`src/rtl/hd_scale_pkg.sv`:
```
// rtl/hd_scale_pkg.sv - RGB565 field slices and grey weighting shared by the scaler paths
package hd_scale_pkg;

  localparam int R_MSB = 15;
  localparam int R_LSB = 11;
  localparam int G_MSB = 10;
  localparam int G_LSB = 5;
  localparam int B_MSB = 4;
  localparam int B_LSB = 0;
  localparam int R_W   = R_MSB - R_LSB + 1;
  localparam int G_W   = G_MSB - G_LSB + 1;
  localparam int B_W   = B_MSB - B_LSB + 1;

  // 2R + 2G + B peaks at 219, so 8 bits never wrap.
  function automatic logic [7:0] grey565(input logic [15:0] pix);
    return {2'b00, pix[R_MSB:R_LSB], 1'b0}
         + {1'b0, pix[G_MSB:G_LSB], 1'b0}
         + {3'b000, pix[B_MSB:B_LSB]};
  endfunction

endpackage

```
`src/rtl/hd_col_accum.sv`:
```
// rtl/hd_col_accum.sv - per-output-column {R,G,B} partial block sums, overwrite/add write, async read
module hd_col_accum #(
  parameter int OUT_W = 160,
  parameter int RW    = 9,
  parameter int GW    = 10,
  parameter int IDX_W = $clog2(OUT_W)
) (
  input  logic             pclk,
  input  logic             we,
  input  logic             add,
  input  logic [IDX_W-1:0] idx,
  input  logic [RW-1:0]    wr_r,
  input  logic [GW-1:0]    wr_g,
  input  logic [RW-1:0]    wr_b,
  output logic [RW-1:0]    rd_r,
  output logic [GW-1:0]    rd_g,
  output logic [RW-1:0]    rd_b
);

  // No reset: the first row of every block overwrites its entry.
  logic [RW-1:0] mem_r [OUT_W];
  logic [GW-1:0] mem_g [OUT_W];
  logic [RW-1:0] mem_b [OUT_W];

  assign rd_r = mem_r[idx];
  assign rd_g = mem_g[idx];
  assign rd_b = mem_b[idx];

  always_ff @(posedge pclk) begin
    if (we) begin
      mem_r[idx] <= add ? mem_r[idx] + wr_r : wr_r;
      mem_g[idx] <= add ? mem_g[idx] + wr_g : wr_g;
      mem_b[idx] <= add ? mem_b[idx] + wr_b : wr_b;
    end
  end

endmodule

```
`src/rtl/hd_downscale_avg.sv`:
```
// rtl/hd_downscale_avg.sv - 2^SHIFT x 2^SHIFT point-sample / box-average pixel decimator
module hd_downscale_avg
  import hd_scale_pkg::*;
#(
  parameter int SHIFT  = 2,
  parameter int OUT_W  = 160,
  parameter int OUT_H  = 120,
  parameter int ADDR_W = 15
) (
  input  logic              pclk,
  input  logic              rst_n,
  input  logic              de,
  input  logic              mode,
  input  logic [15:0]       RGB565,
  input  logic [11:0]       H_cnt,
  input  logic [10:0]       V_cnt,
  output logic              o_valid,
  output logic [15:0]       RGB565_o,
  output logic [7:0]        GREY_o,
  output logic [ADDR_W-1:0] Addr_o,
  output logic              frame_done
);

  localparam int HRW   = R_W + SHIFT;
  localparam int HGW   = G_W + SHIFT;
  localparam int CRW   = R_W + 2 * SHIFT;
  localparam int CGW   = G_W + 2 * SHIFT;
  localparam int IDX_W = $clog2(OUT_W);
  localparam logic [SHIFT-1:0] LO_ONES = {SHIFT{1'b1}};

  logic [11-SHIFT:0] bx;
  logic [10-SHIFT:0] by;
  logic [SHIFT-1:0]  h_lo, v_lo;
  logic              in_win, hit, frame_start, mode_q, mode_eff;
  logic              h_first, h_last, v_first, v_last, emit, last_blk;
  logic [R_W-1:0]    px_r;
  logic [G_W-1:0]    px_g;
  logic [B_W-1:0]    px_b;
  logic [HRW-1:0]    h_acc_r, h_acc_b, hsum_r, hsum_b;
  logic [HGW-1:0]    h_acc_g, hsum_g;
  logic [CRW-1:0]    col_r, col_b, tot_r, tot_b;
  logic [CGW-1:0]    col_g, tot_g;
  logic [15:0]       box_pix, out_pix;

  assign bx   = H_cnt[11:SHIFT];
  assign by   = V_cnt[10:SHIFT];
  assign h_lo = H_cnt[SHIFT-1:0];
  assign v_lo = V_cnt[SHIFT-1:0];

  assign in_win      = (32'(bx) < 32'(OUT_W)) && (32'(by) < 32'(OUT_H));
  assign hit         = de && in_win;
  assign frame_start = de && (H_cnt == 12'd0) && (V_cnt == 11'd0);
  // The frame's first pixel already obeys the newly sampled mode.
  assign mode_eff    = frame_start ? mode : mode_q;

  assign h_first = (h_lo == '0);
  assign h_last  = (h_lo == LO_ONES);
  assign v_first = (v_lo == '0);
  assign v_last  = (v_lo == LO_ONES);

  assign px_r = RGB565[R_MSB:R_LSB];
  assign px_g = RGB565[G_MSB:G_LSB];
  assign px_b = RGB565[B_MSB:B_LSB];

  // Row sum of the current block including this pixel.
  assign hsum_r = (h_first ? HRW'(0) : h_acc_r) + HRW'(px_r);
  assign hsum_g = (h_first ? HGW'(0) : h_acc_g) + HGW'(px_g);
  assign hsum_b = (h_first ? HRW'(0) : h_acc_b) + HRW'(px_b);

  hd_col_accum #(
    .OUT_W (OUT_W),
    .RW    (CRW),
    .GW    (CGW),
    .IDX_W (IDX_W)
  ) u_col_accum (
    .pclk (pclk),
    .we   (hit && h_last),
    .add  (!v_first),
    .idx  (bx[IDX_W-1:0]),
    .wr_r (CRW'(hsum_r)),
    .wr_g (CGW'(hsum_g)),
    .wr_b (CRW'(hsum_b)),
    .rd_r (col_r),
    .rd_g (col_g),
    .rd_b (col_b)
  );

  assign tot_r   = col_r + CRW'(hsum_r);
  assign tot_g   = col_g + CGW'(hsum_g);
  assign tot_b   = col_b + CRW'(hsum_b);
  assign box_pix = {tot_r[CRW-1:2*SHIFT], tot_g[CGW-1:2*SHIFT], tot_b[CRW-1:2*SHIFT]};
  assign out_pix = mode_eff ? box_pix : RGB565;

  assign emit     = hit && (mode_eff ? (h_last && v_last) : (h_first && v_first));
  assign last_blk = (32'(bx) == 32'(OUT_W - 1)) && (32'(by) == 32'(OUT_H - 1));

  always_ff @(posedge pclk or negedge rst_n) begin
    if (!rst_n) begin
      mode_q     <= 1'b0;
      h_acc_r    <= '0;
      h_acc_g    <= '0;
      h_acc_b    <= '0;
      o_valid    <= 1'b0;
      frame_done <= 1'b0;
      RGB565_o   <= '0;
      GREY_o     <= '0;
      Addr_o     <= '0;
    end else begin
      if (frame_start) begin
        mode_q <= mode;
      end
      if (hit) begin
        h_acc_r <= h_last ? HRW'(0) : hsum_r;
        h_acc_g <= h_last ? HGW'(0) : hsum_g;
        h_acc_b <= h_last ? HRW'(0) : hsum_b;
      end
      o_valid    <= emit;
      frame_done <= emit && last_blk;
      if (emit) begin
        RGB565_o <= out_pix;
        GREY_o   <= grey565(out_pix);
        Addr_o   <= ADDR_W'(32'(by) * 32'(OUT_W) + 32'(bx));
      end
    end
  end

endmodule

```
`config.mk`:
```
export PLATFORM = sky130hd
export DESIGN_NAME = hd_downscale_avg
export DESIGN_NICKNAME = d
export VERILOG_FILES = /design/src/rtl/hd_scale_pkg.sv /design/src/rtl/hd_col_accum.sv /design/src/rtl/hd_downscale_avg.sv
export SDC_FILE = /design/constraint.sdc
export NUM_CORES = 2
export LEC_CHECK = 0
export CAP_MARGIN = 15
export CELL_PAD_IN_SITES_DETAIL_PLACEMENT = 0
export CELL_PAD_IN_SITES_GLOBAL_PLACEMENT = 1
export CORE_MARGIN = 4
export CORE_UTILIZATION = 50
export DETAILED_ROUTE_END_ITERATION = 6
export PLACE_DENSITY = 0.83
export SYNTH_ARGS = -nofsm -noshare
export SYNTH_HDL_FRONTEND = slang
export SYNTH_MEMORY_MAX_BITS = 65536
export SYNTH_SLANG_ARGS = --single-unit
```
`constraint.sdc`:
```
create_clock -name pclk -period 10.3 [get_ports pclk]
set_clock_uncertainty 0.2 [all_clocks]
set_input_delay 1.03 -clock pclk [delete_from_list [all_inputs] [get_ports pclk]]
set_output_delay 1.03 -clock pclk [all_outputs]
set_load 0.03 [all_outputs]
```
==> results.txt <==
Setup crit end kind: register
Ys Warns: 0
height of the die: 602 um
Sum Neg Setup Slack: 0 ns
Syn Std Cell Area: 0.176 mm2
Syn Inst Count: 7379
total CTS buffers: 427
required time of the critical path: 10.94 ns
Internal Power: 33.4 mW
htree depth: 5
#FFs+latches synth: 4543
Mapped Nets: 7497
relative slew slack: 0.139
Async S/R FF share, synth: 0.0139
layout cells sized above 1: 0.316
Crit Path Category: in -> reg
Peak Freq: 119 MHz
1st-pass router iterations: 6
core box area: 0.350 mm2
CTS tree: yes
PostCTS Resize Cnt: 0
routed length per instance: 37.8 um
hold_buf cts: 0
Hold Slack: 0.0288 ns
Post-CTS Setup Bufs: 0
R2R depth: 26
Net Sw Frac: 0.254
R2R Path End: GREY_o[6]
Clock power frac: 0.353
Crit-path slowest cell: a211oi_1
RSZ-0062 raised after global routing: no
Period minus WS final: 8.42 ns
ys flop type: edfxtp_1
Setup WS pre-CTS: 1.08 ns
largest net degree at the start of global routing: 161
Logic pwr share: 0.127
Design Area, Final: 0.199 mm2
FP Rows: 217
post-synthesis sequential area ratio: 0.773
Initial Util: 0.503
Crit path depth: 27
Setup crit start: H_cnt[2]
Worst setup SP type: input port
vias per cell: 6.82
drt drc: 0
Slew Limit Fails: 0
Top delay family on crit path: compound AO/OA/AOI/OAI gates
PortBufs: 83
Final period util: 0.818
Clock transition at path regs: 0.07 ns
total grt overflow: 0
Slew @ Worst Pin: 1.26 ns
Arrival @ worst endpoint: 9.06 ns
latest clock arrival within the worst-skew pair: 1.00 ns
DIE AREA: 0.362 mm2
critical-path maximum fanout: 74
status: completed
placed cell areas: 0.185 mm2
most common cell after layout, fill and taps aside: edfxtp_1
DIE WIDTH: 602 um
Max stage delay on crit path: 0.83 ns
CP Capture Point: GREY_o[6]
Leak Pwr: 62.1 nW
RR Startpoint: u_col_accum.mem_b[37][2]
total of max-cap violations: 0
Vias: 87500
area grow syn2layout: 13.2%
global-route wire length before repair: 684000 um
VDD IR max: 274 uV
most frequent cells in the layout: 4480 x edfxtp_1, 1399 x mux4_2, 435 x clkbuf_16
worst reg2reg setup slack: 2.57 ns
# setup viols final: 0
PnR worst setup slack: 1.88 ns
vias in the first global route: 87500
initial antenna violation count: 38
Synth cell types: 57
WP buf/inv: 5
Final Net Count: 7983
Hold Crit Class: in -> async
sequential share of power: 0.520
All-Layer GR Usage: 0.266
Avg Cell Area, Syn: 23.9 um2
clk buf depth: 4
clock sink total: 4543
DRT iter0 DRCs: 15100
final wirelength: 485000 um
CTS root buffer: clkbuf_16
Fin. Hold Viols: 0
placed wire-length estimate: 256000 um
ANT nets after route: 0
total I/O pin count: 84
cell repeated most along the worst path: a21oi_1
PwrDens: 225 mW/mm2
placer congestion estimate: 0.902
number of flops mapped to enable cells by yosys: 4480
switching pwr: 11.4 mW
-- state kept, by name (all words and copies together), names as in the netlist --
name / count
o_valid: 1
Addr_o: 15
GREY_o: 7
h_acc_b: 7
frame_done: 1
h_acc_r: 7
u_col_accum.mem_g: 1600
h_acc_g: 8
mode_q: 1
u_col_accum.mem_r: 1440
RGB565_o: 16
u_col_accum.mem_b: 1440
-- routing by layer --
layer | wire (um) | GRT usage | share of wire | vias up
met5 | 109 | 0 | 0.00022 | -
met1 | 165000 | 0.360 | 0.34 | 46100
li1 | - | - | - | 32600
met4 | 24000 | 0.110 | 0.049 | 16
met2 | 230000 | 0.413 | 0.47 | 7535
met3 | 65800 | 0.0755 | 0.14 | 1226
-- kinds of logic (layout without fill, tap and decap cells) --
group	after synthesis	in the layout	synth area share
flops	4543	4543	0.773
mux	1475	1475	0.183
simple gates	501	501	0.0123
buf+inv	444	1285	0.0125
compound gates	289	289	0.0107
fa+ha+maj	75	75	0.00588
xor+xnor	52	52	0.00259
other cells	0	13	0
-- through the flow --
step / cells / utilization / total power [mW]
5_1_grt: 12800 / 0.570 / 46.1
3_3_place_gp: 12000 / 0.530 / 28.9
4_1_cts: 12800 / 0.569 / 44.8
3_5_place_dp: 12000 / 0.530 / 29.3
2_1_floorplan: 7379 / - / 27.1
6_report: 12800 / 0.570 / 44.8
-- worst register-to-register path, delay by kind of cell (launching register included) --
| kind | cells | cell delay [ns] |
|---|---|---|
| and+or+nand+nor | 6 | 0.89 |
| buffers and inverters | 2 | 0.23 |
| AOI/OAI and AO/OA | 8 | 2.08 |
| DFF | 1 | 0.42 |
| xor gates and xnor gates | 2 | 0.30 |
| adders and majority gates | 3 | 1.26 |
| muxes | 5 | 2.22 |
-- power groups by stage --
stage | Clock (mW) | Combinational [mW] | Sequential [mW]
6_report | 15.8 | 5.70 | 23.3
5_1_grt | 16.8 | 6.03 | 23.3
4_1_cts | 15.9 | 5.60 | 23.3
3_5_place_dp | 0 | 5.56 | 23.7
3_3_place_gp | 0 | 5.20 | 23.7
2_1_floorplan | 0 | 2.76 | 24.3
-- how the worst min path moves through the flow --
stage / startpoint / end / slack [ns]
6_report: rst_n / Addr_o[8] / 0.03
5_1_grt: rst_n / Addr_o[8] / 0.1
4_1_cts: rst_n / Addr_o[8] / 0.01
3_5_place_dp: GREY_o[1] / GREY_o[1] / 0.26
3_3_place_gp: h_acc_r[2] / h_acc_r[2] / 0.25
2_1_floorplan: h_acc_b[2] / h_acc_b[2] / 0.24
-- cell usage after synthesis, types with 20 or more instances --
| cell type | number | area (um2) |
|---|---|---|
| a211oi_1 | 20 | 150 |
| a21oi_1 | 64 | 320 |
| a22o_1 | 23 | 201 |
| and2_1 | 35 | 219 |
| buf_1 | 33 | 124 |
| buf_2 | 131 | 656 |
| buf_4 | 42 | 315 |
| buf_6 | 27 | 304 |
| clkbuf_1 | 155 | 582 |
| dfrtp_1 | 63 | 1580 |
| edfxtp_1 | 4480 | 135000 |
| ha_1 | 62 | 776 |
| inv_1 | 53 | 199 |
| mux2_2 | 20 | 225 |
| mux2i_1 | 56 | 561 |
| mux4_2 | 1399 | 31500 |
| nand2_1 | 162 | 608 |
| nand3_1 | 33 | 165 |
| nor2_1 | 208 | 781 |
| nor2b_1 | 20 | 125 |
| o21ai_0 | 70 | 350 |
| xnor2_1 | 35 | 307 |
-- final cells by class --
class	count	area, um2
Fill cell	23600	151000
Sequential cell	4543	136000
Multi-Input combinational cell	2392	39400
Clock buffer	524	11200
Tap cell	4599	5750
Timing Repair Buffer	446	4080
Clock inverter	260	2660
Inverter	55	206
Antenna cell	13	32.5
Power figures use the tool's default switching activity.
